File: config.mk
export PLATFORM = sky130hd
export DESIGN_NAME = tick_slot_scheduler
export DESIGN_NICKNAME = d
export VERILOG_FILES = /design/src/rtl/tick_slot_scheduler.sv
export SDC_FILE = /design/constraint.sdc
export NUM_CORES = 1
export LEC_CHECK = 0
export ABC_AREA = 1
export CAP_MARGIN = 20
export CORE_UTILIZATION = 47
export DETAILED_ROUTE_END_ITERATION = 7
export PLACE_DENSITY = 0.88
export SLEW_MARGIN = 0
export SYNTH_ARGS = -nofsm -noshare
export SYNTH_HDL_FRONTEND = slang
export SYNTH_SLANG_ARGS = --single-unit
File: constraint.sdc
create_clock -name clk -period 1.92 [get_ports clk]
set_clock_uncertainty 0.15 [all_clocks]
set_input_delay 0.192 -clock clk [delete_from_list [all_inputs] [get_ports clk]]
set_output_delay 0.192 -clock clk [all_outputs]
set_load 0.02 [all_outputs]
File: src/rtl/tick_slot_scheduler.sv
// tick_slot_scheduler: round-robin time-slot owner of a shared divider tick strobe.
module tick_slot_scheduler #(
  parameter int N_REQ      = 4,
  parameter int SLOT_TICKS = 3,
  localparam int IW = $clog2(N_REQ),
  localparam int CW = $clog2(SLOT_TICKS + 1)
) (
  input  logic             clk,
  input  logic             reset,
  input  logic             tick,
  input  logic [N_REQ-1:0] req,
  input  logic [N_REQ-1:0] done,
  output logic [N_REQ-1:0] grant,
  output logic [IW-1:0]    grant_id,
  output logic             owner_tick,
  output logic             slot_start,
  output logic             slot_timeout,
  output logic             busy
);
  typedef enum logic {IDLE, OWN} state_t;
  state_t state_q, state_d;
  logic [N_REQ-1:0] grant_q, grant_d;
  logic [IW-1:0] grant_id_q, grant_id_d, ptr_q, ptr_d, win;
  logic [CW-1:0] cnt_q, cnt_d;
  logic slot_start_q, slot_start_d, slot_timeout_q, slot_timeout_d, busy_q, busy_d;
  logic rel_early, expire;
  int j;
  // Scan downward so the lowest circular offset from ptr is the last to win.
  always_comb begin
    win = '0;
    j = 0;
    for (int i = N_REQ - 1; i >= 0; i--) begin
      j = int'(ptr_q) + i;
      if (j >= N_REQ) j = j - N_REQ;
      if (req[j]) win = IW'(j);
    end
  end
  assign rel_early = !req[grant_id_q] || done[grant_id_q];
  assign expire    = tick && cnt_q == CW'(1);
  always_comb begin
    state_d        = state_q;
    grant_d        = grant_q;
    grant_id_d     = grant_id_q;
    ptr_d          = ptr_q;
    cnt_d          = cnt_q;
    busy_d         = busy_q;
    slot_start_d   = 1'b0;
    slot_timeout_d = 1'b0;
    case (state_q)
      IDLE: if (tick && |req) begin
        state_d      = OWN;
        grant_d      = {{(N_REQ-1){1'b0}}, 1'b1} << win;
        grant_id_d   = win;
        busy_d       = 1'b1;
        slot_start_d = 1'b1;
        cnt_d        = CW'(SLOT_TICKS);
        ptr_d        = win == IW'(N_REQ - 1) ? '0 : win + 1'b1;
      end
      OWN: if (rel_early || expire) begin
        state_d        = IDLE;
        grant_d        = '0;
        busy_d         = 1'b0;
        cnt_d          = '0;
        slot_timeout_d = !rel_early;
      end else if (tick) begin
        cnt_d = cnt_q - 1'b1;
      end
      default: state_d = IDLE;
    endcase
  end
  always_ff @(posedge clk) begin
    if (reset) begin
      state_q        <= IDLE;
      grant_q        <= '0;
      grant_id_q     <= '0;
      ptr_q          <= '0;
      cnt_q          <= '0;
      busy_q         <= 1'b0;
      slot_start_q   <= 1'b0;
      slot_timeout_q <= 1'b0;
    end else begin
      state_q        <= state_d;
      grant_q        <= grant_d;
      grant_id_q     <= grant_id_d;
      ptr_q          <= ptr_d;
      cnt_q          <= cnt_d;
      busy_q         <= busy_d;
      slot_start_q   <= slot_start_d;
      slot_timeout_q <= slot_timeout_d;
    end
  end
  assign grant        = grant_q;
  assign grant_id     = grant_id_q;
  assign busy         = busy_q;
  assign slot_start   = slot_start_q;
  assign slot_timeout = slot_timeout_q;
  assign owner_tick   = tick & busy_q;
endmodule

# Word level (Yosys, flattened, before mapping)
# Cells that the tools add are included.
# op_classes
magnitude_cmp,9
mux,38
n_reduce_logical,12
n_eq_ne,5
n_bitwise,3
shift,1
add_sub_neg,9
# ops
op,count
less-than comparator 32 x 4 -> 1 bit (second input constant),4
two-way mux 32 bit,4
two-way mux 2 bit,8
two-way mux 1 bit,14
binary-select mux 1 bit (select 2 bit),6
subtractor 3 x 3 -> 4 bit (second input constant),3
greater-or-equal comparator 3 bit (second input constant),3
two-way mux 4 bit,2
one-hot mux 4 bit (2 select lines),1
adder 2 x 2 -> 3 bit (second input constant),2
AND reduction 2 bit,3
one-hot mux 1 bit (2 select lines),2
one-hot mux 2 bit (2 select lines),1
OR reduction 4 bit,1
<< shifter 1 x 2 -> 4 bit (first input constant),1
subtractor 2 x 3 -> 4 bit (second input constant),1
adder 2 x 1 -> 3 bit (second input constant),1
greater-or-equal comparator 2 x 3 -> 1 bit (second input constant),1
less-than comparator 2 x 3 -> 1 bit (second input constant),1
inequality test 3 x 2 -> 1 bit (second input constant),1
OR reduction 3 bit,1
adder 2 x 1 -> 2 bit (second input constant),1
== test 2 x 1 -> 1 bit (second input constant),1
== test 2 bit (second input constant),1
9 further kinds,13
# word_totals
in_bits,11
elab_cells,85
regBits,14

# Logic depth before layout (Yosys ltp)
# Gate-level depths: netlist of the first run.
# depth
word_depth,13
depth_mapped,15

# Worst setup path after synthesis of the first run
# No wires, ideal clock.
# synth_path
kind,reg-to-reg
from,reg ptr_q[0]
to,reg ptr_q[0]
setup_time_ns,0.066
setup_slack_ns,0.255
path_stages_with_launch,16
arrival_ns,1.449
period_less_slack_ns,1.665
required_ns,1.704
cell_sequence,dfxtp_1 > buf_6 > inv_6 > nand2_2 > nand2_2 > inv_2 > nand2_1 > nand2_1 > nand3_1 > nand3_1 > nand2_1 > inv_1 > ha_1 > nor2_1 > nand2_2 > a21oi_2
# synth_between
elab_chain_cells,12
word_cells_on_any_way,34
cone_classes,add/sub (8); order compare (4); eq/ne (1); mux (21)
# synth_rtl
item,line,rtl
"start, declared",23,"logic [IW-1:0] grant_id_q, grant_id_d, ptr_q, ptr_d, win;"
"start signal, assigned",85,ptr_q <= ptr_d;
adder 2 x 2 -> 3 bit,33,j = int'(ptr_q) + i;
subtractor 3 x 3 -> 4 bit or greater-or-equal comparator 3 bit (tied branches),34,if (j >= N_REQ) j = j - N_REQ;
two-way mux 32 bit,34,
binary-select mux 1 bit (select 2 bit),35,if (req[j]) win = IW'(j);
two-way mux 1 bit (not written as such) (2 in a row),35,
two-way mux 2 bit (3 in a row),35,
two-way mux 2 bit (*),35,
named net win[1],23,
== test 2 bit (*),57,ptr_d = win == IW'(N_REQ - 1) ? '0 : win + 1'b1;
two-way mux 2 bit (*),57,
# The timed path passes the listed nets; every way through them passes the cells marked *. The select of a mux whose other input is x is not followed.
# A chain may end at the register's enable or synchronous reset.

# Worst setup path in the final report of the first run
# layout_path
from,reg ptr_q[0]
to,reg ptr_q[0]
# layout_between
elab_chain_cells,12
word_cells_on_any_way,34
cone_classes,add/sub (8); order compare (4); eq/ne (1); mux (21)
# layout_rtl
item,line
adder 2 x 2 -> 3 bit,33
subtractor 3 x 3 -> 4 bit or greater-or-equal comparator 3 bit (tied branches),34
two-way mux 32 bit,34
binary-select mux 1 bit (select 2 bit),35
two-way mux 1 bit (not written as such) (2 in a row),35
two-way mux 2 bit (3 in a row),35
two-way mux 2 bit (*),35
adder 2 x 1 -> 2 bit or == test 2 bit (tied branches),57
two-way mux 2 bit (*),57
# Every way passes the cells marked *; elsewhere a longest branch is shown, timed or not. The select of a mux whose other input is x is not followed.

==> impl_metrics.ini, run 1 <==
[synthesis]
synth.net_count = 141
synthDistinctLibCells = 20
syn_avg_cell_area_um2 = 6.74
yosysWarnings = 0
yosysSeqAreaShare_pct = 33.3
synth.cell_area_um2 = 842
synthCells = 125
ys_ff_latch = 14

[setup_path]
regToRegSetupSlack_ns = 0.10
cp.required_ns = 2.00
worstSetupStartpointType = register
critPathCaptureType = register
cp_max_fo = 9
worst_r2r_endpoint = ptr_q[0]
rr_startpoint = ptr_q[0]
cp.arrival_ns = 1.89
ff2ff_path_depth = 13
criticalPathCategory = register to register

[floorplanning]
die_w_um = 44.3
io_pins = 21
core_mm2 = 0.00159
initial_core_util_pct = 52.8
die-height_um = 44.3
std_cell_rows = 14
die-area_mm2 = 0.00196

[route]
first_pass_iters = 5
routed_wl_um = 2010
drt-initial-drc-count = 35
drc = 0
detail-route-antenna-nets = 0
routed_via_density = 4.93
vias = 893
avgRoutedWirePerCell_um = 11.1

[sta]
setup_violations = 0
fin_crit_sh_pct = 94.6
finalMaxSlewViolations = 0
hold_viol = 0
setup_tns_ns = 0
slew_headroom_pct = 83.6
post-route-min-period_ns = 1.82
worstMarginPinSlew_ns = 0.245
fmax_mhz = 551

[placed_design]
hpwl_um = 1570
gp_congestion = 0.801
port_buffers = 20

[power_and_ir_drop]
power_mw = 1.10
power_per_cell_area_mw_per_mm2 = 930
max-vdd-ir-drop_mv = 0.703
p_leak_nw = 0.568

[clocking]
cts_htree_levels = 1
path_clk_slew_ns = 0.09
cts-root-buf = clkbuf_4
cts_made_buffers = 3
cts.path.max_buffers = 2
holdBufCountCts = 0
clock-sinks = 14
clock_latency_ns = 0.29
cts_tree = done

[global_route]
grt_pass1_vias = 840
grt-ovfl-total = 0
grt_first_pass_wirelength_um = 3330
antenna_found_initial = 0
grt_max_degree = 10
grt_use_total_pct = 23.1

[min_path]
hold_end = busy
hold_start = busy
min_delay_path_depth = 2
hold_path.class = register to register

[run]
drv_cap = 0

[final_layout]
antennaDiodeCount = 0
drive_above_1_share_pct = 19.7
num-fill-cells = 126
area_growth_pct = 40.6
fin_nets = 174

[run_status]
status = complete, no violations
through the flow:
step	utilization (%)	instances	area [um2]	setup WS (ns)	hold WS (ns)
detailed placement	71.6	177	1140	-0.146	0.326
floorplan	-	125	842	0.255	0.104
global route	74.3	181	1180	-0.0134	0.348
global placement	71.6	177	1140	-0.0654	0.322
CTS	73.9	181	1180	0.110	0.339
finish	74.3	181	1180	0.104	0.333
state kept, by name (all words and copies together), names as in the netlist:
signal	flops
ptr_q	2
grant	4
grant_id	2
slot_timeout	1
state_q	1
slot_start	1
busy	1
cnt_q	2
repair_timing:
action | in CTS | in global routing
gates resized for setup | 0 | 3
buffers inserted | 0 | 0
endpoints found under the setup margin | 0 | 2
routing by layer:
| metal | vias up | GRT usage, % | wire (um) |
|---|---|---|---|
| met5 | - | 0 | 0 |
| met4 | 0 | 7.27 | 41 |
| met3 | 6 | 7.35 | 155 |
| met2 | 40 | 39.4 | 963 |
| met1 | 390 | 27.5 | 853 |
| li1 | 457 | - | - |
layout make-up:
class	count	area, um2	area share, %
multi-input combinational	88	468	39.5
sequential	14	282	23.8
timing repair buffer	29	280	23.7
inverter	22	87.6	7.40
clock buffer	4	36.3	3.07
tap	24	30.0	2.54
power by group:
| part | switching [mW] | internal, mW |
|---|---|---|
| registers | 0.0323 | 0.331 |
| logic | 0.285 | 0.241 |
| clock network | 0.0959 | 0.115 |
Yosys cell counts, drive strengths merged:
master	count	area, um2
dfxtp	14	280
nor2	6	30.0
nand4	1	6.26
nand2	42	175
a31oi	1	6.26
buf	1	11.3
nand3	12	65.1
ha	5	62.6
nand3b	3	22.5
o21ai	12	60.1
a21oi	5	28.8
nor4	1	6.26
inv	22	87.6
worst max-delay path by stage:
stage	startpoint	endpoint	slack [ns]	cells past startpoint
5_1_grt	ptr_q[0]	ptr_q[0]	-0.01	15
4_1_cts	ptr_q[0]	ptr_q[0]	0.11	14
3_3_place_gp	req[1]	ptr_q[0]	-0.07	12
2_1_floorplan	ptr_q[0]	ptr_q[0]	0.25	15
6_report	ptr_q[0]	ptr_q[0]	0.10	13
3_5_place_dp	req[2]	ptr_q[0]	-0.15	14
worst max-delay path, stage by stage, from the launching register on:
cell     delay (ns)
dfxtp_2        0.34
buf_12         0.13
nand2_1        0.09
nand3_1        0.11
nand2_1        0.10
nand3_2        0.07
nand2_1        0.07
nand2_1        0.07
nand2_2        0.08
inv_1          0.06
ha_1           0.20
nor2_2         0.12
nand2_2        0.06
a21oi_2        0.09
layout by cell type, fill, tap and decap left out, types with 3 or more instances in the layout:
cell type,n
a21oi_1,4
buf_4,8
clkbuf_4,3
clkdlybuf4s50_1,20
dfxtp_1,13
ha_1,5
inv_1,17
inv_2,4
nand2_1,34
nand2_2,8
nand3_1,11
nand3b_1,3
nor2_1,4
o21ai_0,10
logic make-up (layout without fill, tap and decap cells):
logic type	Yosys count	in the layout	synth area share (%)
buf+inv	23	55	11.7
fa+ha+maj	5	5	7.43
compound gates	18	18	11.3
flops	14	14	33.3
simple gates	65	65	36.3
No activity file was read; power rests on OpenSTA's default activity.
==> run 2, diff against run 1 <==
--- a/config.mk
+++ b/config.mk
@@ -9,6 +9,8 @@
 export CAP_MARGIN = 20
 export CORE_UTILIZATION = 47
 export DETAILED_ROUTE_END_ITERATION = 7
+export HOLD_SLACK_MARGIN = 0.08
+export MAX_ROUTING_LAYER = met4
 export PLACE_DENSITY = 0.88
 export SLEW_MARGIN = 0
 export SYNTH_ARGS = -nofsm -noshare
==> results of run 2 <==
The final DEF is identical to that of run 1; final timing and power are the same.
Among the figures that moved: final weighted congestion in routability-driven placement 0.801 -> 0.812; overall routing resource usage 23.1% -> 23.8%
==> edit 1, RTL diff (config.mk and constraints of run 2) <==
The parameter `SLOT_TICKS` goes from 3 to 6.
--- a/src/rtl/tick_slot_scheduler.sv
+++ b/src/rtl/tick_slot_scheduler.sv
@@ -1,7 +1,7 @@
 // tick_slot_scheduler: round-robin time-slot owner of a shared divider tick strobe.
 module tick_slot_scheduler #(
   parameter int N_REQ      = 4,
-  parameter int SLOT_TICKS = 3,
+  parameter int SLOT_TICKS = 6,
   localparam int IW = $clog2(N_REQ),
   localparam int CW = $clog2(SLOT_TICKS + 1)
 ) (
Function: changed (a bounded check fails within 10 cycles, from zero or initial values and one cycle with reset high).
==> edit 1 against run 2 <==
Hold slack got worse by 0.0068 ns; sequential cell count rose by 1; wire length rose by 16%; area after synthesis rose by 13%; critical endpoint is now ptr_q[1]; count of clock-buffer cells in the layout fell by 1; sequential power rose by 3%; critical path type unchanged; final area rose by 9.8%; total power fell by 12%; fmax fell by 1.0%; worst setup slack got worse by 0.018 ns.
==> edit 1: results (changes against run 2) <==
{| class="wikitable"
! Metric !! Value
|-
| Result of the run || finished, final reports clean
|-
| Buffers on Ports || 20 (unchanged)
|-
| Detailed-routing iteration count for the pre-antenna-repair pass || 6 (+1)
|-
| Maximum vdd ir drop || 383 uV (-46%)
|-
| Routed vias || 1006 (+13%)
|-
| Wire length of the first global-routing pass || 3600 um (+8.1%)
|-
| Total inserted antenna cells || 0 (unchanged)
|-
| Number of global-route vias before repair || 950 (+13%)
|-
| Number of antenna violations at the first check in global routing || 0 (unchanged)
|-
| Number of flip-flops in the largest register || 4 (unchanged)
|-
| Detailed placement HPWL || 1800 um (+15%)
|-
| Post-detailed-route wirelength per cell || 11.9 um (+6.9%)
|-
| Setup repair bufs after CTS || 0 (unchanged)
|-
| Most used flip-flop cell after synthesis || dfxtp_1
|-
| Relative slew slack || 79.4% (-4.2 points)
|-
| Post-placement setup slack || -0.220 ns (-0.0742 ns)
|-
| Cells taking the most area after synthesis || dfxtp_1 32%, nand2_1 13%, ha_1 7.9%
|-
| Distinct cells, synth || 22 (+10%)
|-
| Net count, final || 189 (+8.6%)
|-
| Cell types with the highest counts after synthesis || 33 x nand2_1, 17 x inv_1, 15 x dfxtp_1, 9 x nand3_1
|-
| Mapped Cells || 135 (+8.0%)
|-
| Depth of the CTS H-tree || 1 (unchanged)
|-
| Gp weighted congestion || 0.908 (+12%)
|-
| Nets in the synthesized netlist || 152 (+7.8%)
|-
| Crit path DAT || 1.88 ns
|-
| Number of buffers between clock root and the deepest sink || 2 (unchanged)
|-
| Synth warn || 0 (unchanged)
|-
| Library cell used as clock root buffer || clkbuf_4
|-
| Worst hold path class || register to register
|-
| Biggest fanout along the worst timing path || 5 (-4)
|-
| Clock transition at the registers of the reported paths || 0.10 ns
|-
| Clock buffers created by TritonCTS || 3 (unchanged)
|-
| Worst-Skew Late Latency || 0.30 ns
|-
| GRT Resource Usage Total || 24.2% (+0.44 points)
|-
| Number of design-rule violations left by the first detailed-router iteration || 26 (-26%)
|-
| Ys async rst share || 0% (unchanged)
|-
| Post-route insts no fill || 196 (+8.3%)
|-
| Layout cell share with drive strength beyond 1 || 25.1% (+5.4 points)
|-
| Leakage || 0.613 nW (+7.9%)
|-
| Pin count of the biggest net entering global routing || 12 (+2)
|-
| Sequential area share after synthesis || 31.6% (-1.7 points)
|-
| Global-route congestion overflow total || 0 (unchanged)
|}
-- edit 1: changes by cell type in the layout (fill, tap and decap cells not counted), moves of 2 or more --
cell	run 2	this run
o21ai_0	10	7
nor2_1	4	8
a21oi_1	4	6
nand3_2	1	4
nand3_1	11	9
o21ai_2	0	4
buf_4	8	14
-- edit 1: layout make-up --
type	instances	area, um2
Fill cell	151	502
Sequential cell	15	302
Inverter	21	78.8
Timing Repair Buffer	34	305
Multi-Input combinational cell	97	556
Tap cell	25	31.3
Clock buffer	3	22.5
Clock inverter	1	5.00
-- edit 1: report_power, final --
| group | internal [W] | total (W) | switching, W |
|---|---|---|---|
| sequential | 0.000344 | 0.000373 | 0.0000290 |
| clock | 0.0000777 | 0.000188 | 0.000111 |
| combinational | 0.000188 | 0.000407 | 0.000218 |
| total | 0.000610 | 0.000968 | 0.000358 |
-- edit 1: final timing paths --
kind	start	endpoint	slack [ns]	depth (start not counted)
max	ptr_q[0]	ptr_q[1]	0.09	11
min	grant[2]	grant[2]	0.33	2
max reg2reg	ptr_q[0]	ptr_q[1]	0.09	11
min reg2reg	grant[2]	grant[2]	0.33	2
-- edit 1: repair_timing --
item / in CTS / in global routing
endpoints found under the hold margin: 0 / 0
gates resized for setup: 0 / 1
endpoints found under the setup margin: 0 / 1
-- edit 1: worst max-delay path, cell delays in order (launching register included) --
cell and delay (ns):
dfxtp_1 0.40, buf_4 0.16, nand2_1 0.05, nand2_1 0.09, nand2_2 0.06, nand3_2 0.09, nand2_2 0.05, nand2_2 0.05
nand2_1 0.08, ha_1 0.29, o21ai_0 0.18, a21oi_1 0.06
-- edit 1: cell families after synthesis --
kind of cell | count (synthesis) | synth area share, %
compound gates | 21 | 13.4
xor+xnor | 1 | 0.922
fa+ha+maj | 6 | 7.90
buf+inv | 23 | 9.88
flops | 15 | 31.6
simple gates | 69 | 36.2
-- edit 1: metrics by stage --
stage / hold WS, ns / area, um2 / setup TNS (ns)
5_1_grt: 0.362 / 1300 / 0
3_5_place_dp: 0.313 / 1270 / -0.568
4_1_cts: 0.333 / 1300 / 0
3_3_place_gp: 0.310 / 1270 / -0.313
6_report: 0.326 / 1300 / 0
2_1_floorplan: 0.104 / 950 / 0
-- edit 1: metal layers --
metal / wire (um) / vias to the layer above / GRT usage [%]
li1: - / 500 / -
met1: 995 / 448 / 25.8
met2: 1110 / 51 / 39.2
met3: 163 / 7 / 6.92
met4: 64 / 0 / 15.4
met5: 0 / - / -
==> edit 2, RTL diff (flow settings as in run 2) <==
Without the edit above. Reset style: asynchronous (`reset`), changed in one clocked block.
--- a/src/rtl/tick_slot_scheduler.sv
+++ b/src/rtl/tick_slot_scheduler.sv
@@ -68,7 +68,7 @@
       default: state_d = IDLE;
     endcase
   end
-  always_ff @(posedge clk) begin
+  always_ff @(posedge clk or posedge reset) begin
     if (reset) begin
       state_q        <= IDLE;
       grant_q        <= '0;
Function: differs if reset is asserted again (counterexample within 4 cycles, from zero or initial values and one cycle with reset high); with reset held inactive, the same outputs for 10 cycles.
==> edit 2 against run 2 <==
The flow now finishes with violations (negative setup slack); sequential share of layout area up 3.4 points; worst setup slack got worse by 0.13 ns; largest cell class unchanged; area after synthesis is 11% higher; die area rose by 10%; critical path type unchanged; sequential cell count unchanged; wire length rose by 17%; final area up 9.7%; critical endpoint is now ptr_q[0].
Power is not compared: it rests on default switching activity, and its combinational part moved more than twofold at a synthesized area within 25%.
==> edit 2: results (changes against run 2) <==
{| class="wikitable"
! Metric !! Value
|-
| Result of the run || complete, but fails checks
|-
| Violated checks || negative setup slack
|-
| Wire length of the first global-routing pass || 3430 um (+2.9%)
|-
| Reg-to-reg critical path endpoint || ptr_q[0]
|-
| Largest incremental delay on the critical path || 0.44 ns (+0.10 ns)
|-
| GRT Resource Usage Total || 22.9% (-0.90 points)
|-
| Number of global-route vias before repair || 830 (-1.2%)
|-
| Distinct cells, synth || 18 (-10%)
|-
| Layout cell share with drive strength beyond 1 || 28.9% (+9.2 points)
|-
| Post-detailed-routing wire length || 2350 um (+17%)
|-
| Cell types with the highest counts after synthesis || 45 x nand2_1, 16 x nand3_1, 15 x inv_1, 14 x dfrtp_1
|-
| Net count, final || 176 (+1.1%)
|-
| Hold_ws || 0.103 ns (-0.230 ns)
|-
| Leakage || 0.685 nW
|-
| Biggest fanout along the worst timing path || 4 (-5)
|-
| Most used flip-flop cell after synthesis || dfrtp_1
|-
| Worst hold path class || primary input to asynchronous set/reset pin
|-
| Detailed placement HPWL || 1670 um (+6.6%)
|-
| Ys async rst share || 100% (+100 points)
|-
| Overall power consumption || 0.00224 W
|-
| Fin worst setup slack || -0.0300 ns (-0.134 ns)
|-
| Pin count of the biggest net entering global routing || 15 (+5)
|-
| Number of cells traversed by the worst register-to-register path || 11 (-2)
|-
| Detailed-routing iteration count for the pre-antenna-repair pass || 4 (-1)
|-
| Compound-Gate Fraction of Synth Area || 7.92% (-3.4 points)
|-
| Startpoint of the most critical register-to-register path || ptr_q[0]
|-
| Library cell occupying the most area in the post-synthesis netlist || dfrtp_1
|-
| Gp weighted congestion || 0.873 (+7.5%)
|-
| Crit path DAT || 2.02 ns (+0.13 ns)
|-
| Routed vias || 946 (+5.9%)
|-
| Crit-path slowest cell || dfrtp_2
|-
| Number of design-rule violations left by the first detailed-router iteration || 40 (+14%)
|-
| Final setup violation count || 2 (+2)
|-
| Cells taking the most area after synthesis || dfrtp_1 38%, nand2_1 18%, nand3_1 8.6%
|-
| Fraction of the mapped netlist area in adder cells || 6.71% (-0.72 points)
|}
==> edit 2: cell types whose count changed after synthesis, sizes merged, moves of 2 or more <==
cell           run 2  this run
dfxtp             14         0
nand3b             3         0
dfrtp              0        14
o21ai             12         7
nand2             42        50
nor2               6         4
nand3             12        19
inv               22        20
a21oi              5         0
==> edit 2: worst max path at each step <==
stage / slack, ns / depth (start not counted) / start / to
6_report: -0.03 / 11 / ptr_q[0] / ptr_q[0]
2_1_floorplan: 0.22 / 9 / ptr_q[0] / ptr_q[1]
3_5_place_dp: -0.18 / 12 / req[1] / ptr_q[0]
3_3_place_gp: -0.05 / 12 / req[1] / ptr_q[0]
5_1_grt: -0.1 / 11 / ptr_q[0] / ptr_q[0]
4_1_cts: 0.02 / 11 / ptr_q[0] / ptr_q[0]
==> edit 2: power breakdown <==
group | switching, W | internal [W]
Combinational | 0.000828 | 0.000641
Clock | 0.0000981 | 0.000115
Sequential | 0.000132 | 0.000422
Total | 0.00106 | 0.00118
==> edit 2: layer usage <==
metal / track usage (%) / routed length, um / vias to the layer above
met2: 39.7 / 1200 / 38
met5: - / 0 / -
met4: 2.94 / 10 / 0
met3: 5.88 / 155 / 2
met1: 26.9 / 987 / 443
li1: - / - / 463
==> edit 2: area by class of cell <==
cell class | count | area, um2
multi-input combinational | 89 | 513
fill | 129 | 484
sequential | 14 | 353
timing repair buffer | 32 | 288
inverter | 20 | 77.6
clock buffer | 4 | 36.3
tap | 25 | 31.3
==> edit 2: per-stage QoR <==
step,setup WS (ns),std cells
2_1_floorplan,0.224,125
6_report,-0.0300,184
3_5_place_dp,-0.178,177
5_1_grt,-0.0964,184
3_3_place_gp,-0.0458,177
4_1_cts,0.0214,181
==> edit 2: worst reg2reg max path: stages (launching register included) <==
cell	delay [ns]
dfrtp_2	0.44
buf_4	0.17
o21ai_1	0.21
nand2_2	0.11
nand3_1	0.13
nand3_2	0.12
nand2_2	0.11
inv_2	0.05
ha_1	0.21
inv_1	0.07
nand3_2	0.06
nand2_1	0.05
==> edit 2: cells by family (layout without fill, tap and decap cells) <==
| kind of cell | count (synthesis) | in the layout |
|---|---|---|
| AO/OA/AOI/OAI | 9 | 9 |
| adder cells (fa/ha/maj) | 5 | 5 |
| buffers and inverters | 22 | 56 |
| flip-flops | 14 | 14 |
| AND/OR/NAND/NOR | 75 | 75 |
==> edit 2: timing repair <==
item,4_1_cts,5_1_grt
setup endpoints to repair,1,5
hold buffers,0,0
buffers inserted,0,3
pin swaps,0,1
gates resized for setup,1,12
cloned,0,0
